### src/rtl/can_bit_sampler.sv
`timescale 1ns/1ps
`default_nettype none
// ============================================================================
//  Module   : can_bit_sampler
//  Purpose  : CAN receive bit-timing and destuffing stage. Hard-synchronises
//             a bit-phase counter on the sof_detect pulse, samples the bus
//             once per bit at a programmable sample point, soft-resynchronises
//             on recessive-to-dominant edges (bounded by SJW), removes stuff
//             bits and flags stuff violations.
//  Ports    : clk        - system clock
//             rst        - synchronous active-high reset
//             can_rx     - raw CAN bus line (1 = recessive)
//             sof_detect - one-cycle SOF pulse from frame_detect
//             stuff_en   - destuffing enable from the decoder
//             bit_out    - destuffed bit value
//             bit_valid  - one-cycle strobe qualifying bit_out
//             stuff_err  - one-cycle pulse on a stuff violation
//             rx_active  - high while a frame is being sampled
//  Revision : 1.0 - initial release
// ============================================================================
module can_bit_sampler #(
  parameter int CLK_FREQ_MHZ   = 100,
  parameter int BIT_RATE_KBITS = 1000,
  parameter int SAMPLE_PCT     = 75,
  parameter int SJW            = 4,
  parameter int SOF_PHASE      = 3
) (
  input  logic clk,
  input  logic rst,
  input  logic can_rx,
  input  logic sof_detect,
  input  logic stuff_en,
  output logic bit_out,
  output logic bit_valid,
  output logic stuff_err,
  output logic rx_active
);

  localparam int BIT_CLKS  = CLK_FREQ_MHZ * 1000 / BIT_RATE_KBITS;
  localparam int SAMPLE_PT = BIT_CLKS * SAMPLE_PCT / 100;
  localparam int CNT_W     = $clog2(BIT_CLKS);

  typedef logic [CNT_W-1:0] cnt_t;

  localparam cnt_t C_LAST   = cnt_t'(BIT_CLKS - 1);
  localparam cnt_t C_SAMPLE = cnt_t'(SAMPLE_PT);
  localparam cnt_t C_SJW    = cnt_t'(SJW);
  localparam cnt_t C_SOF    = cnt_t'(SOF_PHASE);
  localparam cnt_t C_ONE    = cnt_t'(1);
  localparam logic [2:0] C_RUN_STUFF = 3'd5;
  localparam logic [3:0] C_REC_END   = 4'd11;

  typedef enum logic [0:0] {
    IDLE = 1'b0,
    RX   = 1'b1
  } state_t;

  state_t     state;
  cnt_t       cnt;
  logic [2:0] run;
  logic [3:0] rec_cnt;
  logic       last;
  logic       first;     // next sample is the SOF bit
  logic       resynced;  // a soft resync already happened in this bit

  // Input synchroniser plus one delay stage for edge detection
  logic rx_meta;
  logic rxs;
  logic rxs_d;

  // Combinational decode
  logic       edge_fall;
  logic       do_resync;
  cnt_t       cnt_inc;
  cnt_t       cnt_resync;
  logic       sample_now;
  logic [3:0] rec_next;
  logic       samp_sof;
  logic       samp_stuff;
  logic       samp_viol;
  logic       samp_emit;
  logic       samp_end;

  assign edge_fall = rxs_d & ~rxs;

  always_comb begin
    cnt_inc    = (cnt == C_LAST) ? '0 : cnt + C_ONE;
    cnt_resync = cnt_inc;
    if (cnt < C_SAMPLE) begin
      // Late edge: pull the phase back by at most SJW
      if (cnt > C_SJW) cnt_resync = cnt + C_ONE - C_SJW;
      else             cnt_resync = C_ONE;
    end else begin
      // Early edge: jump forward to the bit start, or by at most SJW
      if ((C_LAST - cnt) < C_SJW) cnt_resync = '0;
      else                        cnt_resync = cnt + C_ONE + C_SJW;
    end
  end

  // Edges at phase 0 or at the sample point never resync
  assign do_resync = (state == RX) && edge_fall && !resynced &&
                     (cnt != '0) && (cnt != C_SAMPLE);

  always_comb begin
    sample_now = (state == RX) && (cnt == C_SAMPLE);
    // Saturating: the frame ends on the 11th recessive sample anyway
    if (!rxs)                     rec_next = '0;
    else if (rec_cnt == C_REC_END) rec_next = C_REC_END;
    else                          rec_next = rec_cnt + 4'd1;
    samp_sof   = stuff_en && first;
    samp_stuff = stuff_en && !first && (run == C_RUN_STUFF);
    samp_viol  = samp_stuff && (rxs == last);
    samp_emit  = !stuff_en || (!first && (run != C_RUN_STUFF));
    samp_end   = samp_emit && (rec_next == C_REC_END);
  end

  always_ff @(posedge clk) begin
    if (rst) begin
      rx_meta   <= 1'b1;
      rxs       <= 1'b1;
      rxs_d     <= 1'b1;
      state     <= IDLE;
      cnt       <= '0;
      run       <= '0;
      rec_cnt   <= '0;
      last      <= 1'b1;
      first     <= 1'b0;
      resynced  <= 1'b0;
      bit_out   <= 1'b0;
      bit_valid <= 1'b0;
      stuff_err <= 1'b0;
      rx_active <= 1'b0;
    end else begin
      rx_meta   <= can_rx;
      rxs       <= rx_meta;
      rxs_d     <= rxs;
      bit_valid <= 1'b0;
      stuff_err <= 1'b0;

      case (state)
        IDLE: begin
          cnt <= '0;
          if (sof_detect) begin
            // Hard sync: the counter already accounts for upstream latency
            state     <= RX;
            cnt       <= C_SOF;
            rx_active <= 1'b1;
            run       <= '0;
            rec_cnt   <= '0;
            first     <= 1'b1;
            resynced  <= 1'b0;
          end
        end

        RX: begin
          if (do_resync) begin
            cnt      <= cnt_resync;
            resynced <= 1'b1;
          end else begin
            cnt <= cnt_inc;
          end

          if (sample_now) begin
            resynced <= 1'b0;
            rec_cnt  <= rec_next;
            if (samp_sof) begin
              first <= 1'b0;
              last  <= rxs;
              run   <= 3'd1;
            end else if (samp_stuff) begin
              if (samp_viol) begin
                stuff_err <= 1'b1;
                rx_active <= 1'b0;
                state     <= IDLE;
                cnt       <= '0;
              end else begin
                last <= rxs;
                run  <= 3'd1;
              end
            end else begin
              bit_out   <= rxs;
              bit_valid <= 1'b1;
              first     <= 1'b0;
              if (stuff_en) begin
                run  <= (rxs == last) ? run + 3'd1 : 3'd1;
                last <= rxs;
              end else begin
                run <= '0;
              end
            end

            // Stuff violation has priority; it never emits so samp_end is 0
            if (samp_end) begin
              rx_active <= 1'b0;
              state     <= IDLE;
              cnt       <= '0;
            end
          end
        end

        default: begin
          state <= IDLE;
          cnt   <= '0;
        end
      endcase
    end
  end

endmodule
`default_nettype wire

### config.mk
export PLATFORM = sky130hd
export DESIGN_NAME = can_bit_sampler
export DESIGN_NICKNAME = d
export VERILOG_FILES = /design/src/rtl/can_bit_sampler.sv
export SDC_FILE = /design/constraint.sdc
export NUM_CORES = 1
export LEC_CHECK = 0
export BUFFER_PORTS_ARGS = -buffer_cell sky130_fd_sc_hd__buf_4
export CORE_MARGIN = 5
export CORE_UTILIZATION = 63
export CTS_BUF_LIST = sky130_fd_sc_hd__clkbuf_4 sky130_fd_sc_hd__clkbuf_8
export CTS_CLUSTER_DIAMETER = 30
export CTS_CLUSTER_SIZE = 12
export DETAILED_ROUTE_END_ITERATION = 12
export PLACE_DENSITY = 0.84
export SLEW_MARGIN = 20
export SYNTH_ARGS = -nofsm -noshare
export SYNTH_HDL_FRONTEND = slang
export SYNTH_SLANG_ARGS = --single-unit
### constraint.sdc
create_clock -name clk -period 2.95 [get_ports clk]
set_clock_uncertainty 0.1 [all_clocks]
set_input_delay 0 -clock clk [delete_from_list [all_inputs] [get_ports clk]]
set_output_delay 0 -clock clk [all_outputs]
set_load 0.01 [all_outputs]
Word level (Yosys, flattened, before mapping)
Cells that the tools add are included.
{ "word_totals": {"register_bits": 25, "output_inout_bits": 4, "in_bits": 5, "word_cells": 125} }
{ "classes": {"n_reduce_logical": 26, "addsub": 6, "bitwise": 6, "magnitude_cmp": 3, "mux": 53, "eq_ne": 17} }
{ "ops": {"columns": ["cell", "count"], "rows": [
  ["two-way mux 7 bit", 10],
  ["two-way mux 1 bit", 24],
  ["two-way mux 3 bit", 7],
  ["two-way mux 4 bit", 4],
  ["equality test 7 bit (second input constant)", 2],
  ["one-hot mux 7 bit (2 select lines)", 1],
  ["logical AND 1 bit", 11],
  ["!= test 3 x 1 -> 1 bit (second input constant)", 3],
  ["!= test 3 bit (second input constant)", 3],
  ["equality test 4 bit (second input constant)", 2],
  ["one-hot mux 1 bit (2 select lines)", 4],
  ["one-hot mux 4 bit (2 select lines)", 1],
  ["AND reduction 4 bit", 2],
  ["adder 7 x 1 -> 7 bit (second input constant)", 1],
  ["adder 7 x 3 -> 7 bit (second input constant)", 1],
  ["greater-than comparator 7 x 3 -> 1 bit (second input constant)", 1],
  ["< comparator 7 x 3 -> 1 bit (second input constant)", 1],
  ["< comparator 7 bit (second input constant)", 1],
  ["!= test 7 bit (second input constant)", 1],
  ["nonzero test 7 bit", 1],
  ["subtractor 7 x 3 -> 7 bit (second input constant)", 1],
  ["subtractor 7 bit (first input constant)", 1],
  ["one-hot mux 3 bit (2 select lines)", 1],
  ["AND reduction 3 bit", 2],
  ["18 further kinds", 25]
]} }

Logic depth before layout (Yosys ltp)
Gate-level depths: netlist of run 1.
{ "logic_depth": {"word_depth": 13, "depth_mapped": 10, "depth_no_buf": 8} }

Least setup slack after synthesis of run 1
OpenSTA, ideal clock, no wires.
{ "synth_timing": {"path_type": "register to register", "from": "register cnt[2]", "to": "register cnt[6]", "t_required_ps": 2780, "path_buffers": 2, "setup_time_ps": 70, "arrival_ps": 2368, "synth_period_minus_slack_ps": 2538, "slack_ps": 412, "path_stages_with_launch": 10, "path_cell_list": "dfxtp_1 -> clkbuf_1 -> inv_1 -> ha_1 -> a311oi_2 -> or3b_1 -> buf_2 -> or4_1 -> a21o_1 -> a21oi_1"} }
{ "synth_via": {"elab_chain_cells": 11, "elab_cells_between_ends": 25, "classes_between": "4 x add/sub; 3 x order compare; 3 x eq/ne; 11 x mux; 4 x reduce/logical"} }
{ "synth_rtl": {"columns": ["element", "line", "text"], "rows": [
  ["from (decl)", "59", "cnt_t cnt;"],
  ["from (signal assigned)", "157", "cnt <= cnt_resync;"],
  ["from (signal assigned)", "160", "cnt <= cnt_inc;"],
  ["adder 7 x 1 -> 7 bit or subtractor 7 bit (tied branches)", null, null],
  ["adder 7 x 3 -> 7 bit, or another cell as far along", "96", "else cnt_resync = cnt + C_ONE + C_SJW;"],
  ["two-way mux 7 bit, on equally long branches", "95, 91", null],
  ["two-way mux 7 bit", "89", "if (cnt < C_SAMPLE) begin"],
  ["two-way mux 7 bit", "156", "if (do_resync) begin"],
  ["two-way mux 7 bit", "171", "if (samp_viol) begin"],
  ["two-way mux 7 bit", "170", "end else if (samp_stuff) begin"],
  ["two-way mux 7 bit", "166", "if (samp_sof) begin"],
  ["two-way mux 7 bit", "193", "if (samp_end) begin"],
  ["two-way mux 7 bit (*)", "163", "if (sample_now) begin"],
  ["one-hot mux 7 bit (2 select lines) (*)", "140", "case (state)"]
]} }
Mark *: on every way between the ends. The rest lies on a longest branch, timed or not.
A chain may end at the register's enable or synchronous reset.

Worst setup path in the final report of run 1
Ends and elaborated chain as after synthesis.

==> results of run 1 <==
-- layer usage --
layer / up-vias / wire length, um
met1: 686 / 1420
met4: 0 / 119
met3: 12 / 139
li1: 727 / -
met5: - / 0
met2: 37 / 1700
-- per-stage QoR --
step	worst slack [ns]	power [mW]	utilization [%]	hold slack (ns)
CTS	0.271	0.576	71.5	0.336
detailed placement	0.320	0.415	67.8	0.0891
global placement	0.440	0.414	67.8	0.0847
global route	0.0431	0.601	71.5	0.372
finish	0.273	0.574	71.5	0.334
floorplan	0.412	0.398	-	0.00381
-- power by group through the flow --
| stage | combinational, mW | sequential [mW] | clock [mW] |
|---|---|---|---|
| after CTS | 0.0597 | 0.355 | 0.161 |
| final | 0.0599 | 0.355 | 0.159 |
| after global placement | 0.0520 | 0.362 | 0 |
| after detailed placement | 0.0531 | 0.362 | 0 |
| after global routing | 0.0674 | 0.357 | 0.176 |
| after floorplan | 0.0385 | 0.359 | 0 |
-- cells in the mapped netlist (4+ instances only) --
master / count / area, um2
dfxtp_1: 25 / 500
nor2_1: 15 / 56.3
nand2_1: 14 / 52.6
o21ai_0: 14 / 70.1
ha_1: 11 / 138
nand3_1: 11 / 55.1
a21oi_1: 8 / 40.0
inv_1: 8 / 30.0
nor2b_1: 7 / 43.8
nor3_1: 7 / 35.0
xnor2_1: 6 / 52.6
a31oi_1: 5 / 31.3
and2_1: 5 / 31.3
nand4_1: 5 / 31.3
clkbuf_1: 4 / 15.0
nand2b_1: 4 / 25.0
-- cells by family (layout without fill, tap and decap cells) --
| group | after synthesis | count (layout) |
|---|---|---|
| xor gates and xnor gates | 8 | 8 |
| AOI/OAI and AO/OA | 45 | 45 |
| DFF | 25 | 25 |
| and+or+nand+nor | 89 | 89 |
| buffers and inverters | 17 | 29 |
| muxes | 3 | 3 |
| adders and majority gates | 11 | 11 |
-- registers in the layout, summed over array words and instances, names as in the netlist --
register,count
bit_out,1
stuff_err,1
cnt,7
state,1
first,1
rxs_d,1
rec_cnt,4
run,3
rx_active,1
bit_valid,1
rxs,1
resynced,1
last,1
rx_meta,1
-- how the worst max path moves through the flow --
stage                       from     end  slack, ns  cells past startpoint
after floorplan           cnt[2]  cnt[6]       0.41                      9
after global placement    cnt[2]  cnt[6]       0.44                      7
after detailed placement  cnt[2]  cnt[6]       0.32                      7
after CTS                 cnt[2]  cnt[6]       0.27                      7
after global routing      cnt[2]  cnt[6]       0.04                      7
final                     cnt[2]  cnt[6]       0.27                      7
-- layout make-up --
type                       count  area (um2)  area share [%]
multi-input combinational    156        1010            57.8
inverter                       8        30.0            1.71
sequential                    25         500            28.5
tap                           30        37.5            2.14
timing repair buffer          17         143            8.13
clock buffer                   3        22.5            1.28
clock inverter                 1        7.51           0.428
-- what timing repair did --
item,CTS,global route
buffers inserted,0,0
hold endpoints to repair,20,0
hold buffers,6,0
-- worst max-delay path: cells and delay by family, from the launching register on --
kind                     cells  cell delay, ns
flip-flops                   1            0.52
AND/OR/NAND/NOR              2            1.06
buffers and inverters        1            0.12
AO/OA/AOI/OAI                3            0.53
adder cells (fa/ha/maj)      1            0.27
-- cell usage in the layout, fill, tap and decap left out, drive strengths merged, types with 3 or more instances in the layout --
cell type and n:
or3 3, and3 3, nor3b 4, o21ai 14, nand4 5, nand3 11
o211ai 3, dfxtp 25, a21oi 8, ha 11, clkbuf 3, nand2 14
nor2b 7, and2 5, dlygate4sd3 6, a31oi 5, nor3 9, a21boi 3
nand2b 4, or2 3, mux2i 3, inv 8, xnor2 6, nor2 15
buf 11
==> flow_summary.json, run 1 <==
{
  "status": "complete, no violations",
  "cp.arrival_ns": 2.84,
  "syn_area_um2": 1590,
  "slew_violations": 0,
  "clk_latency_ns": 0.32,
  "die_x_um": 60.3,
  "htreeDepth": 1,
  "grt_util_met3_pct": 2.81,
  "nFillCells": 196,
  "track_usage_pct": 21.3,
  "grt_setup_unrepaired": "false",
  "grt_pass1_wl_mm": 6.04,
  "hold-path-endpoint": "rxs",
  "end_kind": "flip-flop",
  "timing.rr.end": "cnt[6]",
  "viasPerCell": 6.09,
  "row_count": 18,
  "placedInstanceArea_um2": 1660,
  "rr_startpoint": "cnt[2]",
  "holdPathStages": 1,
  "floorplan.initialDensity_pct": 64.9,
  "stdcell_count": 240,
  "crit_fanout": 9,
  "die-area_um2": 3630,
  "num_antenna_cells": 0,
  "cts_root_buffer": "clkbuf_4",
  "finalCritPeriodShare_pct": 90.7,
  "clock_sinks": 25,
  "synth_edf_count": 0,
  "yosys_warnings": 0,
  "fmax_mhz": 374,
  "core_area_um2": 2450,
  "ff2ff_path_depth": 7,
  "fin_area_um2": 1750,
  "antenna_found_initial": 0,
  "finalSetupTns_ns": 0,
  "cp_cell_sequence": "inv_1 > ha_1 > a311oi_2 > or3b_1 > or4_1 > a21o_1 > a21oi_1",
  "switchingPower_uw": 148,
  "worstMarginPinSlew_ns": 0.593,
  "gp_congestion": 0.849,
  "avgSynthCellArea_um2": 8.04,
  "synth_seq_cells": 25,
  "synth_top_family_by_area": "simple AND/OR/NAND/NOR gates",
  "dr.pass1.iters": 4,
  "routed_wl_mm": 3.37,
  "synth-async-reset-ratio_pct": 0,
  "cp.required_ns": 3.11,
  "synth_seq_area_share_pct": 31.4,
  "top_usage_layer": "met2",
  "wire_per_inst_um": 14.1,
  "drtIter0Drc": 74,
  "p_seq_share_pct": 61.9,
  "holdCritStartpoint": "rx_meta",
  "area_growth_pct": 10.1,
  "die_h_um": 60.3,
  "synthSimpleGateAreaFrac_pct": 30.7,
  "setup_violations": 0,
  "synthDistinctLibCells": 44,
  "gr-total-overflow": 0,
  "leakage_nw": 0.660,
  "slowest_delay_ns": 0.55,
  "maxCapViolCount": 0,
  "r2r_slack_ns": 0.27,
  "grt_pass1_vias": 1398,
  "route.detailed.drc": 0,
  "slew_headroom_pct": 59.5,
  "min_path_type": "flip-flop to flip-flop",
  "vias": 1462,
  "layout.nets": 227,
  "synth_nets": 214,
  "pwr-share-comb_pct": 10.4,
  "p_int_uw": 426,
  "synth.area.mux_share_pct": 1.89,
  "use_met2_pct": 36.4,
  "cts_max_path_buffers": 2,
  "cts_resized": 0,
  "dp_hpwl_mm": 2.49,
  "synthFlopType": "dfxtp_1",
  "cp_slowest_cell": "or4_1",
  "finalHoldViolations": 0,
  "final.min_clock_period_ns": 2.68,
  "synth_compound_area_share_pct": 18.0,
  "cts_tree": "yes",
  "p_clk_share_pct": 27.7,
  "placed_cells": 230,
  "synthXorXnorAreaFrac_pct": 4.40,
  "peakVddDrop_uv": 329,
  "synth_fa_ha_area_share_pct": 8.64,
  "cellPowerDensity_nw_per_um2": 327,
  "syn-instance-count": 198,
  "startpoint_type": "flip-flop",
  "path_clk_slew_ns": 0.15,
  "drive_gt1_share_pct": 10.5,
  "grt_max_degree": 22,
  "boundaryPins": 9,
  "postRouteAntennaNets": 0,
  "portBuffers": 8,
  "use_met1_pct": 25.8,
  "cts_buffers": 3,
  "crit_type": "flip-flop to flip-flop",
  "netSwitchingFraction_pct": 25.8
}
Power figures use the tool's default switching activity.
==> run 2, diff against run 1 <==
CORE_UTILIZATION = 40   (was 63)
PLACE_DENSITY = 0.58   (was 0.84)
==> run 2 against run 1 <==
Against the previous run:
- critical endpoint is now last
- sequential share of layout area down 0.66 points
- non-clock buffer count unchanged
- die area up 47%
- fmax down 0.46%
- highest routed layer unchanged
- core utilization down 26 points
- combinational power about the same
- power up 7.2%
- design area up 2.4%
- sequential cell count unchanged
==> flow_summary.json, run 2 (synthesized netlist as in run 1, its figures left out) <==
{
  "mostFrequentLayoutCell": "dfxtp_1",
  "viasPerCell": 5.46,
  "die_h_um": 73.1,
  "clock_sinks": 25,
  "drtIter0Drc": 89,
  "postRouteAntennaNets": 0,
  "area_growth_pct": 12.7,
  "startpoint_type": "flip-flop",
  "end_kind": "flip-flop",
  "die_x_um": 73.1,
  "track_usage_pct": 14.3,
  "dp_hpwl_mm": 2.66,
  "clk_latency_ns": 0.27,
  "crit_type": "flip-flop to flip-flop",
  "switchingPower_uw": 148,
  "drive_gt1_share_pct": 10.5,
  "post-cts-setup-buffers": 0,
  "portBuffers": 8,
  "reg_top3": "cnt x7, rec_cnt x4, run x3",
  "grt_pass1_vias": 1365,
  "netSwitchingFraction_pct": 24.1,
  "finalCritPeriodShare_pct": 91.2,
  "status": "complete, no violations",
  "cp.arrival_ns": 2.75,
  "grt_setup_unrepaired": "false",
  "whs_ns": 0.313,
  "core_area_um2": 3940,
  "crit_fanout": 8,
  "cts_tree": "yes",
  "top_register": "cnt",
  "boundaryPins": 9,
  "dr.pass1.iters": 4,
  "layout.nets": 227,
  "largest_reg_flops": 7,
  "cellPowerDensity_nw_per_um2": 343,
  "final.min_clock_period_ns": 2.69,
  "die-area_um2": 5340,
  "p_clk_share_pct": 32.6,
  "slew_violations": 0,
  "cts_root_buffer": "clkbuf_8",
  "leakage_nw": 0.671,
  "nFillCells": 382,
  "cts_buffers": 3,
  "row_count": 23,
  "grt_pass1_wl_mm": 6.09,
  "min_path_type": "flip-flop to flip-flop",
  "wire_per_inst_um": 13.6,
  "num_antenna_cells": 0,
  "final_core_util_pct": 45.5,
  "vias": 1420,
  "floorplan.initialDensity_pct": 40.4,
  "cts_max_path_buffers": 2,
  "htreeDepth": 1,
  "setup_violations": 0,
  "finalHoldViolations": 0,
  "path_clk_slew_ns": 0.09,
  "peakVddDrop_uv": 290,
  "gr-total-overflow": 0,
  "multi_input_area_um2": 1010,
  "worstMarginPinSlew_ns": 0.638,
  "finalSetupTns_ns": 0,
  "most-common-layout-cells": "dfxtp_1, nor2_1, nand2_1, o21ai_0",
  "gp_congestion": 0.781,
  "route.detailed.drc": 0,
  "routed_wl_mm": 3.53,
  "antenna_found_initial": 0,
  "cp.required_ns": 3.01,
  "p_int_uw": 467,
  "slew_headroom_pct": 56.3,
  "seq_area_um2": 500,
  "grt_max_degree": 22,
  "maxCapViolCount": 0,
  "pwr-share-comb_pct": 9.8,
  "fmax_mhz": 372,
  "p_seq_share_pct": 57.7
}
==> run 2: cell count changes in the layout (fill, tap and decap cells not counted) <==
cell	before	now
clkbuf_8	0	3
clkinvlp_4	1	0
clkbuf_4	3	0
clkinv_2	0	1
==> run 2: power groups by stage <==
| stage | Sequential [mW] | Combinational [mW] | Clock [mW] |
|---|---|---|---|
| 3_5_place_dp | 0.362 | 0.0544 | 0 |
| 4_1_cts | 0.354 | 0.0603 | 0.210 |
| 5_1_grt | 0.356 | 0.0675 | 0.225 |
| 2_1_floorplan | 0.359 | 0.0385 | 0 |
| 6_report | 0.355 | 0.0600 | 0.200 |
| 3_3_place_gp | 0.362 | 0.0531 | 0 |
==> run 2: final cells by class <==
type	instances	share of cell area, %
Clock inverter	1	0.279
Clock buffer	3	2.30
Tap cell	50	3.48
Sequential cell	25	27.9
Inverter	8	1.67
Timing Repair Buffer	17	7.94
Multi-Input combinational cell	156	56.4
==> run 2: repair_timing <==
item	in CTS	in global routing
hold buffers	6	0
gates resized for setup	0	0
endpoints found under the hold margin	18	0
==> run 2: metal layers <==
layer	wire length [um]	up-vias	global-route usage (%)
met1	1680	663	19.1
met3	116	5	1.93
met5	0	-	0
met2	1670	29	22.8
li1	-	723	-
met4	53	0	6.15
==> run 2: through the flow <==
| step | power (mW) | setup WS [ns] | area, um2 | instances |
|---|---|---|---|---|
| after floorplan | 0.398 | 0.412 | 1590 | 198 |
| after global placement | 0.415 | 0.412 | 1690 | 250 |
| after detailed placement | 0.417 | 0.339 | 1690 | 250 |
| after CTS | 0.624 | 0.293 | 1800 | 260 |
| after global routing | 0.649 | 0.0953 | 1800 | 260 |
| final | 0.615 | 0.261 | 1800 | 260 |
==> run 2: worst max-delay path: stages, from the launching register on <==
cell and delay, ns:
dfxtp_1 0.45, ha_1 0.28, nand3_1 0.11, nor3_2 0.36
and2_1 0.21, buf_4 0.16, nand2_1 0.06, a211o_1 0.28
dlygate4sd3_1 0.55
==> run 2: final timing paths <==
kind                              start    to  slack, ns  depth (start not counted)
worst min register to register  rx_meta   rxs       0.31                          1
worst min-delay path            rx_meta   rxs       0.31                          1
worst max register to register   cnt[0]  last       0.26                          8
worst max-delay path             cnt[0]  last       0.26                          8
==> run 3, diff against run 2 <==
CAP_MARGIN = 25   (was unset)
PLACE_DENSITY = 0.65   (was 0.58)
==> run 3 against run 2 <==
Against the previous run:
- sequential power is essentially flat
- non-clock buffer count shrank 1
- die area is the same
- combinational power shrank 4.3%
- clock power grew 5%
- critical path type unchanged
- largest power group unchanged
- highest routed layer unchanged
==> flow_summary.json, run 3 (synthesized netlist as in run 1, its figures left out) <==
{
  "status": "complete, no violations",
  "area_growth_pct": 12.3,
  "antenna_found_initial": 0,
  "slew_violations": 0,
  "cellPowerDensity_nw_per_um2": 349,
  "fin_area_um2": 1790,
  "dr.pass1.iters": 4,
  "cp.required_ns": 3.05,
  "row_count": 23,
  "portBuffers": 8,
  "min_path_type": "flip-flop to flip-flop",
  "multi_input_area_um2": 1010,
  "timing.rr.end": "cnt[6]",
  "drive_gt1_share_pct": 10.5,
  "cts_resized": 0,
  "clk_latency_ns": 0.27,
  "grt_max_degree": 22,
  "finalHoldViolations": 0,
  "peakVddDrop_uv": 293,
  "vias": 1407,
  "crit_end": "cnt[6]",
  "nFillCells": 396,
  "clock_sinks": 25,
  "cts_root_buffer": "clkbuf_8",
  "gr-total-overflow": 0,
  "drtIter0Drc": 86,
  "die_x_um": 73.1,
  "grt_pass1_vias": 1252,
  "routed_wl_mm": 3.33,
  "die-area_um2": 5340,
  "worstMarginPinSlew_ns": 0.531,
  "finalSetupTns_ns": 0,
  "grt_setup_unrepaired": "false",
  "gp_congestion": 0.890,
  "track_usage_pct": 13.6,
  "rr_startpoint": "cnt[2]",
  "place_ws_ns": 0.452,
  "cts_max_path_buffers": 2,
  "htreeDepth": 1,
  "postRouteAntennaNets": 0,
  "ctsHoldBuffers": 5,
  "most-common-layout-cells": "dfxtp_1, nor2_1, nand2_1, o21ai_0",
  "startpoint_type": "flip-flop",
  "post-cts-setup-buffers": 0,
  "worst_slack_ns": 0.392,
  "viasPerCell": 5.43,
  "boundaryPins": 9,
  "grt_pass1_wl_mm": 5.76,
  "ff2ff_path_depth": 7,
  "cts_tree": "yes",
  "setup_violations": 0,
  "largest_reg_flops": 7,
  "wire_per_inst_um": 12.8,
  "leakage_nw": 0.665,
  "core_area_um2": 3940,
  "r2r_slack_ns": 0.39,
  "die_h_um": 73.1,
  "crit_fanout": 9,
  "cts_buffers": 3,
  "layout.nets": 226,
  "crit_type": "flip-flop to flip-flop",
  "seq_area_um2": 500,
  "cp.arrival_ns": 2.66,
  "route.detailed.drc": 0,
  "fmax_mhz": 391,
  "finalCritPeriodShare_pct": 86.7,
  "path_clk_slew_ns": 0.09,
  "dp_hpwl_mm": 2.39,
  "crit_path_start": "cnt[2]",
  "final.min_clock_period_ns": 2.56,
  "maxCapViolCount": 0,
  "floorplan.initialDensity_pct": 40.4,
  "placedInstanceArea_um2": 1690,
  "end_kind": "flip-flop",
  "top_register": "cnt",
  "mostFrequentLayoutCell": "dfxtp_1",
  "reg_top3": "cnt x7, rec_cnt x4, run x3",
  "slew_headroom_pct": 64.2,
  "num_antenna_cells": 0
}
[run 3: cell types whose count changed in the layout (fill, tap and decap cells not counted)]
cell	before	now
dlygate4sd3_1	6	5
clkinvlp_4	0	1
clkinv_2	1	0
[run 3: layout make-up]
class,instances,area share (%)
clock buffer,3,2.31
clock inverter,1,0.420
inverter,8,1.68
multi-input combinational,156,56.7
sequential,25,28.0
tap,50,3.50
timing repair buffer,16,7.42
[run 3: worst min-delay path by stage]
stage | start | endpoint | slack, ns | cells past startpoint
finish | rx_meta | rxs | 0.32 | 1
global route | rx_meta | rxs | 0.33 | 1
CTS | rx_meta | rxs | 0.32 | 1
detailed placement | can_rx | rx_meta | 0.09 | 2
global placement | can_rx | rx_meta | 0.09 | 2
floorplan | can_rx | rx_meta | 0.004 | 1
[run 3: critical path, stage by stage, from the launching register on]
cell and delay, ns:
dfxtp_1 0.51, inv_1 0.11, ha_1 0.27, a311oi_2 0.28, or3b_1 0.41, or4_1 0.53, a21o_1 0.17, a21oi_1 0.12
[run 3: power breakdown]
group          total (mW)  switching (mW)  leakage [nW]  internal, mW
combinational      0.0574          0.0302         0.440        0.0272
sequential          0.356          0.0109         0.203         0.345
clock               0.210           0.115        0.0217        0.0959
total               0.624           0.156         0.665         0.468
[run 3: metal layers]
layer | vias up | wire length, um | track usage [%]
li1 | 729 | - | -
met5 | - | 0 | 0
met3 | 4 | 124 | 1.79
met2 | 31 | 1480 | 20.1
met4 | 0 | 48 | 6.15
met1 | 643 | 1680 | 19.5
[run 3: per-stage QoR]
step	cells	hold WS (ns)	utilization (%)	power, mW
floorplan	198	0.00381	-	0.398
global placement	250	0.0854	42.8	0.415
detailed placement	250	0.0898	42.8	0.416
CTS	259	0.321	45.4	0.633
global route	259	0.332	45.4	0.659
finish	259	0.318	45.4	0.624
